===== config.mk =====
export PLATFORM = sky130hd
export DESIGN_NAME = bullet_pool_ctrl
export DESIGN_NICKNAME = d
export VERILOG_FILES = /design/src/rtl/bullet_pool_ctrl.sv
export SDC_FILE = /design/constraint.sdc
export NUM_CORES = 1
export LEC_CHECK = 0
export CAP_MARGIN = 40
export CORE_ASPECT_RATIO = 1.2
export CORE_MARGIN = 3
export CORE_UTILIZATION = 30
export DETAILED_ROUTE_END_ITERATION = 7
export GPL_ROUTABILITY_DRIVEN = 0
export HOLD_SLACK_MARGIN = 0.02
export MAX_ROUTING_LAYER = met4
export PLACE_DENSITY_LB_ADDON = 0.15
export SETUP_SLACK_MARGIN = 0.1
export SKIP_CTS_REPAIR_TIMING = 1
export SLEW_MARGIN = 15
export SYNTH_ARGS = -nofsm -noshare
export SYNTH_HDL_FRONTEND = slang
export SYNTH_SLANG_ARGS = --single-unit

===== constraint.sdc =====
create_clock -name clk -period 3.75 [get_ports clk]
set_input_delay 0.375 -clock clk [delete_from_list [all_inputs] [get_ports clk]]
set_output_delay 0.375 -clock clk [all_outputs]
set_load 0.1 [all_outputs]

===== src/rtl/bullet_pool_ctrl.sv =====
// bullet_pool_ctrl
//   Player bullet scheduler. Owns N_SLOTS bullet slots, grants fire requests to the
//   lowest free slot, enforces a refire cooldown counted in movement ticks, moves live
//   bullets upward on each tick, retires slots on hit or top-of-screen exit, and
//   produces a registered pixel-enable/colour for the VGA mux.
//
// Build option: BULLET_AUTOFIRE_EN
//   defined     -> fire is used as a level (autofire while held, paced by the cooldown)
//   not defined -> only a rising edge of fire requests a shot
//
// Ports
//   clk, rst            system clock, synchronous active-high reset
//   tick                one-cycle movement strobe
//   fire                fire button level (already synchronised)
//   p_x, p_y            player sprite top-left
//   hit_valid, hit_slot collision report (slot index)
//   x, y                current VGA scan pixel
//   fire_ack            one-cycle pulse when a shot is granted
//   pool_full           all slots live
//   slot_active         per-slot live flags
//   slot_x, slot_y      packed positions, slot i at [10*i +: 10]
//   pix_en, pix_rgb     scan pixel on a live bullet (1-cycle latency), colour
module bullet_pool_ctrl #(
  parameter int N_SLOTS   = 4,
  parameter int COOLDOWN  = 16,
  parameter int SPEED     = 1,
  parameter int MUZZLE_DX = 23,
  parameter int MUZZLE_DY = 40,
  parameter int BW        = 10,
  parameter int BH        = 40
) (
  input  logic                    clk,
  input  logic                    rst,
  input  logic                    tick,
  input  logic                    fire,
  input  logic [9:0]              p_x,
  input  logic [9:0]              p_y,
  input  logic                    hit_valid,
  input  logic [2:0]              hit_slot,
  input  logic [9:0]              x,
  input  logic [9:0]              y,
  output logic                    fire_ack,
  output logic                    pool_full,
  output logic [N_SLOTS-1:0]      slot_active,
  output logic [10*N_SLOTS-1:0]   slot_x,
  output logic [10*N_SLOTS-1:0]   slot_y,
  output logic                    pix_en,
  output logic [11:0]             pix_rgb
);

  localparam logic [7:0]  COOL_W  = 8'(COOLDOWN);
  localparam logic [9:0]  SPEED_W = 10'(SPEED);
  localparam logic [10:0] DX_W    = 11'(MUZZLE_DX);
  localparam logic [9:0]  DY_W    = 10'(MUZZLE_DY);
  localparam logic [10:0] BW_W    = 11'(BW);
  localparam logic [10:0] BH_W    = 11'(BH);
  localparam logic [10:0] X_MAX   = 11'd639;
  localparam logic [9:0]  X_CLAMP = 10'(639 - BW);

  logic [N_SLOTS-1:0] active_q, active_d;
  logic [9:0]         sx_q [N_SLOTS];
  logic [9:0]         sx_d [N_SLOTS];
  logic [9:0]         sy_q [N_SLOTS];
  logic [9:0]         sy_d [N_SLOTS];
  logic [7:0]         cool_q, cool_d;
  logic               ack_q, ack_d;
  logic               pix_q, pix_d;

  logic               shot_req;
  logic               grant;
  logic               found;
  logic [N_SLOTS-1:0] free_mask;
  logic [N_SLOTS-1:0] gnt_oh;
  logic [10:0]        spawn_sum;
  logic [9:0]         spawn_x;
  logic [9:0]         spawn_y;

`ifdef BULLET_AUTOFIRE_EN
  assign shot_req = fire;
`else
  logic fire_q, fire_d;
  assign fire_d = fire;
  always_ff @(posedge clk) begin
    if (rst) fire_q <= 1'b0;
    else     fire_q <= fire_d;
  end
  assign shot_req = fire & ~fire_q;
`endif

  // Free mask comes from the registered flags, so a slot retired this cycle
  // only becomes grantable next cycle.
  assign free_mask = ~active_q;

  always_comb begin
    gnt_oh = '0;
    found  = 1'b0;
    for (int i = 0; i < N_SLOTS; i++) begin
      if (free_mask[i] && !found) begin
        gnt_oh[i] = 1'b1;
        found     = 1'b1;
      end
    end
  end

  assign grant     = shot_req && (cool_q == 8'd0) && (|free_mask) && (p_y >= DY_W);
  assign spawn_sum = {1'b0, p_x} + DX_W;
  assign spawn_x   = (spawn_sum > X_MAX) ? X_CLAMP : spawn_sum[9:0];
  assign spawn_y   = p_y - DY_W;

  always_comb begin
    cool_d = cool_q;
    if (grant)                        cool_d = COOL_W;
    else if (tick && cool_q != 8'd0)  cool_d = cool_q - 8'd1;
  end

  assign ack_d = grant;

  // Hit beats movement; a granted slot was free at cycle start so it is never moved
  // on the cycle it spawns.
  always_comb begin
    active_d = active_q;
    sx_d     = sx_q;
    sy_d     = sy_q;
    for (int i = 0; i < N_SLOTS; i++) begin
      if (active_q[i]) begin
        if (hit_valid && hit_slot == 3'(i)) begin
          active_d[i] = 1'b0;
        end else if (tick) begin
          if (sy_q[i] >= SPEED_W) sy_d[i] = sy_q[i] - SPEED_W;
          else                    active_d[i] = 1'b0;
        end
      end else if (grant && gnt_oh[i]) begin
        active_d[i] = 1'b1;
        sx_d[i]     = spawn_x;
        sy_d[i]     = spawn_y;
      end
    end
  end

  // 11-bit compares so bx+BW / by+BH cannot wrap near the screen edge.
  always_comb begin
    pix_d = 1'b0;
    for (int i = 0; i < N_SLOTS; i++) begin
      if (active_q[i] &&
          ({1'b0, x} >= {1'b0, sx_q[i]}) && ({1'b0, x} < ({1'b0, sx_q[i]} + BW_W)) &&
          ({1'b0, y} >= {1'b0, sy_q[i]}) && ({1'b0, y} < ({1'b0, sy_q[i]} + BH_W)))
        pix_d = 1'b1;
    end
  end

  always_ff @(posedge clk) begin
    if (rst) begin
      active_q <= '0;
      cool_q   <= 8'd0;
      ack_q    <= 1'b0;
      pix_q    <= 1'b0;
      for (int i = 0; i < N_SLOTS; i++) begin
        sx_q[i] <= 10'd0;
        sy_q[i] <= 10'd0;
      end
    end else begin
      active_q <= active_d;
      cool_q   <= cool_d;
      ack_q    <= ack_d;
      pix_q    <= pix_d;
      sx_q     <= sx_d;
      sy_q     <= sy_d;
    end
  end

  always_comb begin
    slot_x = '0;
    slot_y = '0;
    for (int i = 0; i < N_SLOTS; i++) begin
      slot_x[10*i +: 10] = sx_q[i];
      slot_y[10*i +: 10] = sy_q[i];
    end
  end

  assign fire_ack    = ack_q;
  assign pool_full   = &active_q;
  assign slot_active = active_q;
  assign pix_en      = pix_q;
  assign pix_rgb     = pix_q ? 12'hFFF : 12'h000;

endmodule


## Word-level counts from Yosys, hierarchy flattened

Cells that the tools add are included.

- Reductions and logical operators: 53
- Order comparisons: 22
- Equality and inequality tests: 15
- Muxes and demuxes: 54
- Bitwise logic cells: 7
- $add $sub $neg: 15

Operators by type and width:

| kind | number |
|---|---|
| two-way mux 10 bit | 21 |
| less-than comparator 10 x 11 -> 1 bit | 8 |
| >= comparator 10 bit | 8 |
| adder 10 x 4 -> 11 bit (second input constant) | 4 |
| adder 10 x 6 -> 11 bit (second input constant) | 4 |
| >= comparator 10 x 1 -> 1 bit (second input constant) | 4 |
| subtractor 10 x 1 -> 10 bit (second input constant) | 4 |
| logical AND 1 bit | 31 |
| two-way mux 1 bit | 30 |
| AND reduction 4 bit | 5 |
| inequality test 2 bit (second input constant) | 8 |
| two-way mux 12 bit | 1 |
| adder 10 x 5 -> 11 bit (second input constant) | 1 |
| greater-than comparator 11 x 10 -> 1 bit (second input constant) | 1 |
| >= comparator 10 x 6 -> 1 bit (second input constant) | 1 |
| two-way mux 5 bit | 2 |
| nonzero test 2 bit | 5 |
| subtractor 10 x 6 -> 10 bit (second input constant) | 1 |
| logical NOT 8 bit | 1 |
| inequality test 2 x 1 -> 1 bit (second input constant) | 4 |
| AND reduction 2 bit | 4 |
| nonzero test 8 bit | 1 |
| subtractor 8 x 1 -> 8 bit (second input constant) | 1 |
| == test 3 x 2 -> 1 bit (second input constant) | 2 |
| other kinds (8) | 14 |

- Register bits: 95
- Input bits: 48

## Longest topological paths before layout

- Depth after elaboration: 14
- Mapped depth: 12
- Mapped depth without buffers: 12

## Least setup slack after synthesis

No wires, ideal clock.

- Path kind: reg-to-reg
- Start point: register sx_q, in the netlist slot_x[15]
- End point: register pix_q (netlist: pix_en)
- Slack: 147 ps
- Cell stages (with the launch flop): 12
- Arrival: 3,529 ps
- Data required time: 3,676 ps
- Clock period less this slack: 3,603 ps
- Cells stage by stage: dfxtp_1 > inv_1 > nor3_1 > o21ai_0 > or3_1 > xnor2_1 > ha_1 > a211oi_1 > nand2b_1 > o211a_1 > or4b_2 > a31oi_1

- Longest elaborated chain between the ends: 8

Ends and longest elaborated chain:

| what | line | RTL |
|---|---|---|
| start, declared | 61 | `logic [9:0] sx_q [N_SLOTS];` |
| start signal, assigned by index | 158 | `sx_q[i] <= 10'd0;` |
| start signal, assigned | 166 | `sx_q <= sx_d;` |
| adder 10 x 4 -> 11 bit / >= comparator 10 bit (equally long branches) | 145 | `({1'b0, x} >= {1'b0, sx_q[i]}) && ({1'b0, x} < ({1'b0, sx_q[i]} + BW_W)) &&` |
| less-than comparator 10 x 11 -> 1 bit / logical AND 1 bit (equally long branches) | 145, 144 |  |
| logical AND 1 bit (*) (2 in series) | 145 |  |
| logical AND 1 bit (*) | 146 | `({1'b0, y} >= {1'b0, sy_q[i]}) && ({1'b0, y} < ({1'b0, sy_q[i]} + BH_W)))` |
| two-way mux 1 bit (*) (3 in series) | 144 | `if (active_q[i] &&` |
| end signal, assigned | 165 | `pix_q <= pix_d;` |
| end, declared | 67 | `logic pix_q, pix_d;` |

Mark *: on every way between the ends. The rest lies on a longest branch, timed or not.
A chain may end at the register's enable or synchronous reset.

## Final worst setup path

- Start point: register sx_q, in the netlist slot_x[14]
- End point: register pix_q (netlist: pix_en)

The elaborated chain is that of the path after synthesis.

==> flow_metrics.py <==
metrics = {
    "detailed_routing": {
        "number_of_detailed_routing_iterations_run_before_antenna_repair": 5,
        "antenna_violating_nets_post_route": 0,
        "detail_route.vias_per_cell": 5.22,
        "detail_route.drc_violations": 0,
        "drt_iter0_drc": 415,
        "met2_wire_length_mm": 16.3,
        "via_count": 9599,
        "top_signal_layer_used": "met4",
        "routedLengthMet1_mm": 14.6,
        "wl_per_cell_um": 17.9,
        "routed_wl_mm": 32.9,
        "routed-wl-met3_mm": 1.24,
    },
    "logic_synthesis": {
        "synthesis.area_mm2": 0.00929,
        "mean_area_per_synthesized_cell_um2": 7.64,
        "netlist_instances": 1216,
        "synth.ff_latch_count": 95,
        "register_area_share_after_synthesis": 0.205,
        "yosysWarningCount": 0,
        "postSynth.asyncResetShare": 0,
        "synth_fp_nets": 1432,
        "synth_cell_types": 71,
        "synth-edff-count": 0,
        "synthFlopType": "sky130_fd_sc_hd__dfxtp_1",
    },
    "cts": {
        "cts-root-to-sink-buffers": 2,
        "cts_buffers": 9,
        "clock_insertion_delay_worst_skew_ps": 370,
        "ctsHtreeMaxLevel": 3,
        "cts.reportedPaths.clkPinSlew_ps": 70,
        "cts_tree": "built",
        "clock-root-buffer": "sky130_fd_sc_hd__clkbuf_16",
        "cts_sinks": 95,
    },
    "global_route": {
        "global_route_overflow": 0,
        "grt_antenna_before_repair": 1,
        "number_of_global_route_vias_before_repair": 9409,
        "grt_max_degree": 48,
        "grt_first_pass_wirelength_mm": 51.8,
        "global_route.usage.total": 0.202,
    },
    "floorplanning": {
        "dieArea_mm2": 0.0331,
        "design.portCount": 147,
        "floorplan.initialDensity": 0.309,
        "num_rows": 69,
        "die_height_um": 199,
        "chipWidth_um": 167,
        "placeableCoreArea_mm2": 0.0300,
    },
    "sta": {
        "slew_viol_final": 0,
        "fin_tns_setup_ps": 0,
        "fin_crit_sh": 0.841,
        "fmax_mhz": 317,
        "max-slew-margin-rel": 0.433,
        "final_hold_viol_count": 0,
        "setup_viol": 0,
        "tightest_slew_ps": 844,
        "rsz_0062_raised_after_global_routing": "no",
        "worst_clock_skew_ps": 13.6,
        "final_period_minus_worst_setup_slack_ps": 3150,
    },
    "worst_setup_path": {
        "worst_ep_required_time_ps": 4030,
        "startpoint_type": "flip-flop",
        "worst-endpoint-arrival_ps": 3440,
        "worstSetupPathType": "reg2reg",
        "worst-path-max-fanout": 6,
        "worst_setup_path_end_kind": "flip-flop",
    },
    "pwr": {
        "pwr_density_cell_mw_per_mm2": 365,
        "vdd_ir_drop_max_mv": 0.302,
        "static-leakage-power_nw": 5.07,
        "total_power_mw": 4.77,
    },
    "layout": {
        "drive_gt1_frac": 0.122,
        "area_delta_synth_final_pct": 40.7,
        "fillerInstances": 3041,
        "finish.net_count": 1660,
        "layout.area.seq_mm2": 0.00190,
        "multi_input_area_mm2": 0.00672,
        "instances_no_fill": 1840,
    },
    "place": {
        "placedCellCount": 1823,
        "detailedPlacementHpwl_mm": 26.1,
        "io_buffers": 146,
    },
    "outcome": {
        "status": "finished clean",
    },
    "min_path": {
        "class_of_the_most_critical_hold_timing_path": "reg2reg",
    },
    "flow_run": {
        "reported_max_cap_violation_count": 0,
    },
}
flip-flops by register name (all words and copies together), names as in the netlist:
name / count
slot_x: 40
cool_q: 8
pix_en: 1
fire_ack: 1
fire_q: 1
slot_y: 40
slot_active: 4
cells in the final DEF, fill, tap and decap left out, drive strengths merged, types with 11 or more instances in the layout:
master,Yosys,layout
ha,168,168
clkdlybuf4s50,0,140
buf,24,132
nor2,110,110
inv,106,108
a21oi,107,107
nand2,99,99
dfxtp,95,95
o21ai,82,82
xnor2,48,48
nor3,48,48
a211oi,35,35
nand3,35,35
nand2b,17,17
xor2,15,15
o22ai,13,13
o21a,13,13
a22oi,12,12
nand4,12,12
o31ai,12,12
a21o,11,11
kinds of logic (layout without fill, tap and decap cells):
group | after synthesis | after routing | synth area share
and+or+nand+nor | 370 | 370 | 0.190
xor gates and xnor gates | 63 | 63 | 0.0594
muxes | 3 | 3 | 0.00337
AOI/OAI and AO/OA | 355 | 355 | 0.244
buffers and inverters | 162 | 395 | 0.0722
other | 0 | 1 | 0
adders and majority gates | 168 | 168 | 0.226
DFF | 95 | 95 | 0.205
layout make-up:
type                    instances  area share
multi-input cells             959       0.514
repair buffers                272       0.251
flip-flops and latches         95       0.146
well taps                     390      0.0373
inverters                     107      0.0307
clock buffers                   9      0.0172
clock inverters                 7     0.00431
diodes                          1    0.000192
layer usage:
| metal | GRT usage | up-vias |
|---|---|---|
| li1 | - | 4836 |
| met1 | 0.248 | 4499 |
| met2 | 0.354 | 226 |
| met3 | 0.0217 | 38 |
| met4 | 0.0547 | 0 |
| met5 | - | - |
power breakdown:
part           leakage [nW]  switching [mW]  internal [mW]
logic                  4.17            1.58          0.975
registers             0.768           0.173           1.12
clock network         0.136           0.458          0.458
total                  5.07            2.21           2.55
synthesized netlist by cell type, types with 4 or more instances:
| library cell | number | area, um^2 |
|---|---|---|
| sky130_fd_sc_hd__ha_1 | 168 | 2100 |
| sky130_fd_sc_hd__nor2_1 | 110 | 413 |
| sky130_fd_sc_hd__a21oi_1 | 107 | 536 |
| sky130_fd_sc_hd__inv_1 | 105 | 394 |
| sky130_fd_sc_hd__nand2_1 | 99 | 372 |
| sky130_fd_sc_hd__dfxtp_1 | 95 | 1900 |
| sky130_fd_sc_hd__o21ai_0 | 79 | 395 |
| sky130_fd_sc_hd__xnor2_1 | 48 | 420 |
| sky130_fd_sc_hd__nor3_1 | 46 | 230 |
| sky130_fd_sc_hd__a211oi_1 | 35 | 263 |
| sky130_fd_sc_hd__nand3_1 | 33 | 165 |
| sky130_fd_sc_hd__clkbuf_1 | 31 | 116 |
| sky130_fd_sc_hd__nand2b_1 | 17 | 106 |
| sky130_fd_sc_hd__xor2_1 | 15 | 131 |
| sky130_fd_sc_hd__buf_4 | 14 | 105 |
| sky130_fd_sc_hd__o21a_1 | 13 | 97.6 |
| sky130_fd_sc_hd__o22ai_1 | 13 | 81.3 |
| sky130_fd_sc_hd__a22oi_1 | 12 | 90.1 |
| sky130_fd_sc_hd__a21o_1 | 11 | 82.6 |
| sky130_fd_sc_hd__nand4_1 | 11 | 68.8 |
| sky130_fd_sc_hd__o31ai_1 | 10 | 75.1 |
| sky130_fd_sc_hd__nor4_1 | 9 | 56.3 |
| sky130_fd_sc_hd__or3_1 | 9 | 56.3 |
| sky130_fd_sc_hd__buf_2 | 8 | 40.0 |
| sky130_fd_sc_hd__a31oi_1 | 7 | 43.8 |
| sky130_fd_sc_hd__nor2b_1 | 7 | 43.8 |
| sky130_fd_sc_hd__a31o_2 | 6 | 52.6 |
| sky130_fd_sc_hd__o211ai_1 | 6 | 45.0 |
| sky130_fd_sc_hd__o21bai_1 | 6 | 45.0 |
| sky130_fd_sc_hd__a211o_1 | 5 | 43.8 |
| sky130_fd_sc_hd__o221ai_1 | 5 | 43.8 |
| sky130_fd_sc_hd__a2111oi_0 | 4 | 35.0 |
| sky130_fd_sc_hd__a221oi_1 | 4 | 35.0 |
| sky130_fd_sc_hd__o2111ai_1 | 4 | 35.0 |
worst paths after layout:
path | slack, ps | endpoint | startpoint | cells after the start
setup / recovery | 600 | pix_en$_SDFF_PP0_ | slot_x[14]$_SDFFE_PP0P_ | 11
hold / removal | 470 | slot_x[19]$_SDFFE_PP0P_ | slot_x[19]$_SDFFE_PP0P_ | 2
setup reg to reg | 600 | pix_en$_SDFF_PP0_ | slot_x[14]$_SDFFE_PP0P_ | 11
hold reg to reg | 470 | slot_x[19]$_SDFFE_PP0P_ | slot_x[19]$_SDFFE_PP0P_ | 2
critical path, cell delays in order, from the launching register on:
cell and delay (ps):
sky130_fd_sc_hd__dfxtp_1 450, sky130_fd_sc_hd__inv_1 100, sky130_fd_sc_hd__nor3_1 240, sky130_fd_sc_hd__o21ai_0 180, sky130_fd_sc_hd__or3_1 350, sky130_fd_sc_hd__xnor2_1 140, sky130_fd_sc_hd__ha_1 200, sky130_fd_sc_hd__a211oi_1 280
sky130_fd_sc_hd__nand2b_1 90, sky130_fd_sc_hd__o211a_1 240, sky130_fd_sc_hd__or4b_2 670, sky130_fd_sc_hd__a31oi_1 140
through the flow:
step	utilization	hold slack (ps)	cell area [um^2]	setup slack, ps
floorplan	-	444	9290	147
global placement	0.372	458	11200	659
detailed placement	0.425	461	12800	641
CTS	0.435	471	13100	609
global route	0.435	494	13100	382
finish	0.435	466	13100	597
Note: power is estimated with default switching activity, not from simulation.
